[config.mk]
export PLATFORM = sky130hd
export DESIGN_NAME = fetch_ins_queue_flat
export DESIGN_NICKNAME = d
export VERILOG_FILES = /design/src/rtl/fetch_ins_queue_if.sv /design/src/rtl/fetch_ins_queue.sv /design/src/flat_wrapper.sv
export SDC_FILE = /design/constraint.sdc
export NUM_CORES = 1
export LEC_CHECK = 0
export ABC_AREA = 1
export CAP_MARGIN = 30
export CELL_PAD_IN_SITES_DETAIL_PLACEMENT = 1
export CELL_PAD_IN_SITES_GLOBAL_PLACEMENT = 1
export CORE_MARGIN = 2
export CORE_UTILIZATION = 45
export CTS_CLUSTER_DIAMETER = 50
export CTS_CLUSTER_SIZE = 25
export DETAILED_ROUTE_END_ITERATION = 10
export HOLD_SLACK_MARGIN = 0.05
export PLACE_DENSITY_LB_ADDON = 0.1
export SYNTH_ARGS = -nofsm -noshare
export SYNTH_HDL_FRONTEND = slang
export SYNTH_SLANG_ARGS = --single-unit
[constraint.sdc]
create_clock -name clk -period 7 [get_ports clk]
set_input_delay 1.4 -clock clk [delete_from_list [all_inputs] [get_ports clk]]
set_output_delay 1.4 -clock clk [all_outputs]
set_load 0.02 [all_outputs]
[src/rtl/fetch_ins_queue_if.sv]
// Fetch/decode handshake bundle for the fetch instruction queue.
// master = fetch + decode environment, slave = the queue itself.
interface fetch_ins_queue_if #(
  parameter int unsigned DATA_WIDTH = 32,
  parameter int unsigned DEPTH      = 4
);
  localparam int unsigned CNT_W = $clog2(DEPTH + 1);

  logic                  iRstingBlk;
  logic [DATA_WIDTH-1:0] iCurrentPC;
  logic [DATA_WIDTH-1:0] iPcAdd4;
  logic [DATA_WIDTH-1:0] iIns;
  logic                  iFeBjEn;
  logic                  oFeStl;
  logic                  iDeRdy;
  logic                  oDeVld;
  logic [DATA_WIDTH-1:0] oDeIns;
  logic [DATA_WIDTH-1:0] oDePc;
  logic [DATA_WIDTH-1:0] oDePcAdd4;
  logic [CNT_W-1:0]      oCount;

  modport master (
    output iRstingBlk, iCurrentPC, iPcAdd4, iIns, iFeBjEn, iDeRdy,
    input  oFeStl, oDeVld, oDeIns, oDePc, oDePcAdd4, oCount
  );

  modport slave (
    input  iRstingBlk, iCurrentPC, iPcAdd4, iIns, iFeBjEn, iDeRdy,
    output oFeStl, oDeVld, oDeIns, oDePc, oDePcAdd4, oCount
  );
endinterface

[src/rtl/fetch_ins_queue.sv]
// Fetch-to-decode instruction queue: circular buffer of {ins, pc, pc+4} with
// valid/ready to decode, flush on branch/jump redirect and stall back to PC generation.
module fetch_ins_queue #(
  parameter int unsigned DATA_WIDTH = 32,
  parameter int unsigned DEPTH      = 4
) (
  input logic             clk,
  input logic             rstn,
  fetch_ins_queue_if.slave bus
);
  localparam int unsigned PTR_W = $clog2(DEPTH);
  localparam int unsigned CNT_W = $clog2(DEPTH + 1);

  logic [DATA_WIDTH-1:0] insMem   [DEPTH];
  logic [DATA_WIDTH-1:0] pcMem    [DEPTH];
  logic [DATA_WIDTH-1:0] pcAdd4Mem[DEPTH];

  logic [PTR_W-1:0] wrPtr, rdPtr;
  logic [CNT_W-1:0] count;
  logic             full, empty, stall, push, pop;

  assign full  = (count == CNT_W'(DEPTH));
  assign empty = (count == '0);
  assign stall = full & ~bus.iDeRdy;
  assign pop   = ~empty & bus.iDeRdy & ~bus.iFeBjEn;
  // A stalled fetch is dropped here; PC generation re-presents it next cycle.
  assign push  = bus.iRstingBlk & ~bus.iFeBjEn & ~stall;

  always_ff @(posedge clk) begin
    if (!rstn) begin
      wrPtr <= '0;
      rdPtr <= '0;
      count <= '0;
    end else if (bus.iFeBjEn) begin
      wrPtr <= '0;
      rdPtr <= '0;
      count <= '0;
    end else begin
      if (push) wrPtr <= wrPtr + PTR_W'(1);
      if (pop)  rdPtr <= rdPtr + PTR_W'(1);
      if (push && !pop)      count <= count + CNT_W'(1);
      else if (pop && !push) count <= count - CNT_W'(1);
    end
  end

  // Storage is not reset; validity is tracked solely by count.
  always_ff @(posedge clk) begin
    if (rstn && push) begin
      insMem[wrPtr]    <= bus.iIns;
      pcMem[wrPtr]     <= bus.iCurrentPC;
      pcAdd4Mem[wrPtr] <= bus.iPcAdd4;
    end
  end

  always_comb begin
    bus.oFeStl    = stall;
    bus.oDeVld    = ~empty;
    bus.oCount    = count;
    bus.oDeIns    = '0;
    bus.oDePc     = '0;
    bus.oDePcAdd4 = '0;
    if (!empty) begin
      bus.oDeIns    = insMem[rdPtr];
      bus.oDePc     = pcMem[rdPtr];
      bus.oDePcAdd4 = pcAdd4Mem[rdPtr];
    end
  end

  countBound: assert property (@(posedge clk) disable iff (!rstn) count <= CNT_W'(DEPTH));
  noOverflow: assert property (@(posedge clk) disable iff (!rstn) !(push && full && !pop));
  vldMatch:   assert property (@(posedge clk) disable iff (!rstn) bus.oDeVld == (count != '0));
endmodule
[src/flat_wrapper.sv]
// flat-port wrapper written by rule: the top's interface ports become plain ports
module fetch_ins_queue_flat 
#(
  parameter int unsigned DATA_WIDTH = 32,
  parameter int unsigned DEPTH      = 4
)
  (clk, rstn, bus_iRstingBlk, bus_iCurrentPC, bus_iPcAdd4, bus_iIns, bus_iFeBjEn, bus_iDeRdy, bus_oFeStl, bus_oDeVld, bus_oDeIns, bus_oDePc, bus_oDePcAdd4, bus_oCount);
  fetch_ins_queue_if #(.DATA_WIDTH(DATA_WIDTH), .DEPTH(DEPTH)) bus_i ();
  input logic clk;
  input logic rstn;
  input wire logic [$bits(bus_i.iRstingBlk)-1:0] bus_iRstingBlk;
  input wire logic [$bits(bus_i.iCurrentPC)-1:0] bus_iCurrentPC;
  input wire logic [$bits(bus_i.iPcAdd4)-1:0] bus_iPcAdd4;
  input wire logic [$bits(bus_i.iIns)-1:0] bus_iIns;
  input wire logic [$bits(bus_i.iFeBjEn)-1:0] bus_iFeBjEn;
  input wire logic [$bits(bus_i.iDeRdy)-1:0] bus_iDeRdy;
  output wire logic [$bits(bus_i.oFeStl)-1:0] bus_oFeStl;
  output wire logic [$bits(bus_i.oDeVld)-1:0] bus_oDeVld;
  output wire logic [$bits(bus_i.oDeIns)-1:0] bus_oDeIns;
  output wire logic [$bits(bus_i.oDePc)-1:0] bus_oDePc;
  output wire logic [$bits(bus_i.oDePcAdd4)-1:0] bus_oDePcAdd4;
  output wire logic [$bits(bus_i.oCount)-1:0] bus_oCount;
  assign bus_i.iRstingBlk = bus_iRstingBlk;
  assign bus_i.iCurrentPC = bus_iCurrentPC;
  assign bus_i.iPcAdd4 = bus_iPcAdd4;
  assign bus_i.iIns = bus_iIns;
  assign bus_i.iFeBjEn = bus_iFeBjEn;
  assign bus_i.iDeRdy = bus_iDeRdy;
  assign bus_oFeStl = bus_i.oFeStl;
  assign bus_oDeVld = bus_i.oDeVld;
  assign bus_oDeIns = bus_i.oDeIns;
  assign bus_oDePc = bus_i.oDePc;
  assign bus_oDePcAdd4 = bus_i.oDePcAdd4;
  assign bus_oCount = bus_i.oCount;
  fetch_ins_queue #(.DATA_WIDTH(DATA_WIDTH), .DEPTH(DEPTH)) u_core (.clk(clk), .rstn(rstn), .bus(bus_i));
endmodule
==> results.md <==
Route:
- Dividing the detail-routed wire length by the instance count gives 20.1 um.
- The number of design rule violations left after detail routing is 0.
- Wires add up to 37600 um.
- The first routing iteration left 600 violations.
- The overall via count from detail_route is 9894.
- The number of nets with antenna violations after routing is 0.
- After detailed routing, the number of vias per cell comes to approximately 5.3.
- The first-pass iteration count of the detailed router is 4.

Setup path:
- The flop-to-flop setup slack is about 4300 ps.
- The largest fanout of any net on the critical path is 74.
- The worst setup path is captured at an output pin.
- The start-to-end type of the worst setup path is reg -> out.
- The end of the worst register-to-register path is u_core.pcAdd4Mem[2][4]$_DFFE_PP_.
- Data on the critical path is required at its endpoint by 5600 ps.
- The number of cells on the worst reg-to-reg path is 5.
- The launch point of the worst reg-to-reg path is u_core.bus.oCount[0]$_SDFFE_PP0P_.
- STA classifies the critical path startpoint as a flip-flop.
- The data arrival time of the critical path is roughly 4100 ps.

Clock tree:
- The source-to-sink clock delay at the later pin of the worst-skew pair is 520 ps.
- The cell sitting at the root of the clock tree is a clkbuf_16.
- Buffers inserted to repair hold after CTS numbered 0.
- The total setup buffers inserted after CTS is 0.
- The H-tree was split into 2 levels.
- The TritonCTS clock tree is done.
- CTS saw 393 sinks.
- The clock-pin slew of the registers on the worst-case setup and hold paths is 70 ps.
- The clock buffer count from CTS is 37.
- Post-CTS repair changed the size of 0 cells.
- Counting along the longest clock path gives a buffer depth of 3.

Place:
- The count of input and output buffers is 201.
- The worst slack at placement is between 1500 and 2000 ps.
- The count of placed standard cells including taps is 1800.
- The sum of net half-perimeters after detailed placement is 21500 um.
- The global placement routability congestion is 0.722.
- The placed cell area is 17700 um^2.

GRT:
- Entering global routing, the biggest net connects 97 pins.
- The total overflow left after global routing is 0.
- The via count of the first global-routing pass is 10611.
- In the global route stage, overall resource usage came out at 0.211.
- The first-pass GRT wire length is 58100 um.
- The number of antenna violations at the first check in global routing is 3.

Pwr:
- Summing internal, switching and leakage power gives 5.00 mW.
- Of the total power, the clock network draws 0.407.
- Internal power comes to 3.86 mW.
- The worst-case IR drop observed on VDD is between 0.1 and 0.15 mV.
- Summed over all nets, the switching power comes to around 1.1 mW.
- Of the total power, registers draw 0.522.
- The combinational group share of total power is 0.071.
- The power per cell area is 264 nW/um^2.
- Summed over all cells, the static leakage comes to 6.30 nW.
- Of the total power, the share spent switching nets is 0.230.

Synthesis:
- The post-synthesis register bit count is 393.
- Synthesis handed over a netlist of 1208 instances.
- A synthesized cell averages 12.7 um^2.
- Synthesis instantiated 19 different standard cells from the library.
- The sequential-to-total area share from yosys stat is 0.762.
- Counting every net in the synthesized netlist gives 1315.
- The total standard cell area after synthesis is 15400 um^2.
- The Yosys step of the flow raised 0 warnings.

Outcome:
- The run finished with clean final reports.

STA:
- Setup violations remaining at the end of the flow were counted as 0.
- The relative slew slack is 0.403.
- The part of the cycle the worst path needs is 0.791.
- The worst setup margin is 1460 ps.
- The hold violation total from the final report was 0.
- For the pin with the worst max-slew slack, the measured transition is 896 ps.
- Counting I/O delays and the setup requirement, the final critical path takes about 5500 ps.
- For the final database, setup skew stands at 26.2 ps.
- The fmax is 0.181 GHz.
- Setup repair after global routing left no endpoint under its margin.
- The post-route worst hold slack is approximately 500 ps.
- For the final routed database, the setup TNS stands at 0 ps.
- The max-slew violation total from the final report is 0.

Layout:
- In the final layout, the share of cells above drive strength 1 is 0.0627.
- The post-layout instance count excluding filler cells is between 1500 and 2000.
- Measured on the finished design, the core utilization comes to 0.565.
- The design area is 19000 um^2.
- In the final design database the tool counted 1498 nets.
- Relative to the synthesized area, the layout overhead comes to 23.5%.

Worst hold path:
- The tightest min-delay check is of the reg -> reg type.
- The source of the worst hold timing path is u_core.rdPtr[0]$_SDFFE_PP0P_.
- The hold path depth is 2.

Run:
- The number of max-cap violations is 0.

Floorplanning:
- Measured along the y axis, the die boundary spans 189 um.
- The floorplan step defined a core boundary enclosing 33600 um^2.
- The width of the die is roughly 190 um.
- The standard-cell row count is 67.
- The die covers 35700 um^2.
- The initial standard-cell utilization of the core is 0.457.
- In this run the count of I/O pins placed on the die edge is 202.
## flip-flops by register name (all words and copies together) (netlist names), named ones only
signal,cells
u_core.insMem,128
u_core.pcAdd4Mem,128
u_core.pcMem,128
u_core.bus.oCount,3
u_core.rdPtr,2
u_core.wrPtr,2
## power by group through the flow
stage	combinational, mW	clock, mW	sequential (mW)
CTS	0.358	2.08	2.61
global route	0.380	2.17	2.62
detailed placement	0.354	0	2.67
global placement	0.344	0	2.67
floorplan	0.149	0	2.67
finish	0.353	2.04	2.61
## metal layers
layer  track usage  share of wire
met4        0.0586          0.021
met5             0        0.00035
met1         0.280           0.44
met3        0.0359          0.048
met2         0.362           0.49
## cells in the mapped netlist
master / instances / share of area
inv_1: 18 / 0.0044
inv_2: 3 / 0.00073
nand2_1: 15 / 0.0037
a21oi_1: 102 / 0.033
nor2_1: 397 / 0.097
fa_1: 1 / 0.0013
dfxtp_1: 9 / 0.012
buf_4: 14 / 0.0068
nor3_1: 1 / 0.00033
edfxtp_1: 384 / 0.75
xor2_1: 1 / 0.00057
buf_1: 8 / 0.0020
buf_2: 14 / 0.0046
o21ai_1: 17 / 0.0055
nand3_1: 7 / 0.0023
buf_6: 12 / 0.0088
clkbuf_1: 25 / 0.0061
o21ai_0: 175 / 0.057
ha_1: 5 / 0.0041
## worst max-delay path by stage
| stage | start | to | slack [ps] | depth (start not counted) |
|---|---|---|---|---|
| 3_3_place_gp | flip-flop | bus_oDeIns[27] | 1960 | 7 |
| 6_report | flip-flop | bus_oDePc[31] | 1460 | 7 |
| 3_5_place_dp | flip-flop | bus_oDeIns[2] | 1990 | 7 |
| 4_1_cts | flip-flop | bus_oDePc[31] | 1350 | 7 |
| 5_1_grt | flip-flop | bus_oDePc[31] | 1130 | 7 |
| 2_1_floorplan | bus_iRstingBlk | u_core.insMem[0][0]$_DFFE_PP_ | 630 | 4 |
## critical path, cell delays in order (launching register included)
cell and delay (ps):
dfxtp_4 870, buf_4 620, buf_4 710, nor2_1 110
nor2_1 130, o21ai_0 140, a21oi_1 320, clkdlybuf4s50_1 670
## layout make-up
cell class | count | area (um^2)
Multi-Input combinational cell | 721 | 3180
Clock inverter | 27 | 267
Clock buffer | 41 | 983
Antenna cell | 2 | 5.00
Tap cell | 448 | 561
Fill cell | 3337 | 14600
Inverter | 21 | 85.1
Timing Repair Buffer | 217 | 2190
Sequential cell | 393 | 11700
## kinds of logic (layout without fill, tap and decap cells)
group / after synthesis / after routing / synth area share
other cells: 0 / 2 / 0
compound gates: 294 / 294 / 0.0957
buf+inv: 94 / 306 / 0.0334
simple gates: 420 / 420 / 0.103
fa+ha+maj: 6 / 6 / 0.00537
xor+xnor: 1 / 1 / 0.000570
flops: 393 / 393 / 0.762
## placed cells by master, fill, tap and decap left out, types with 2 or more instances in the layout
| cell type | count |
|---|---|
| dfxtp_1 | 7 |
| nand2_1 | 15 |
| nor2_1 | 393 |
| inv_4 | 2 |
| inv_8 | 7 |
| buf_12 | 3 |
| clkbuf_1 | 2 |
| inv_6 | 5 |
| clkinv_4 | 3 |
| clkinv_1 | 2 |
| diode_2 | 2 |
| nand3_1 | 7 |
| inv_1 | 18 |
| o21ai_0 | 175 |
| ha_1 | 5 |
| clkdlybuf4s50_1 | 201 |
| dfxtp_4 | 2 |
| nor2_4 | 4 |
| a21oi_1 | 102 |
| clkinvlp_4 | 5 |
| clkinv_2 | 3 |
| clkbuf_16 | 39 |
| clkinv_8 | 2 |
| edfxtp_1 | 384 |
| o21ai_1 | 17 |
| buf_4 | 12 |
Note: power is estimated with default switching activity, not from simulation.
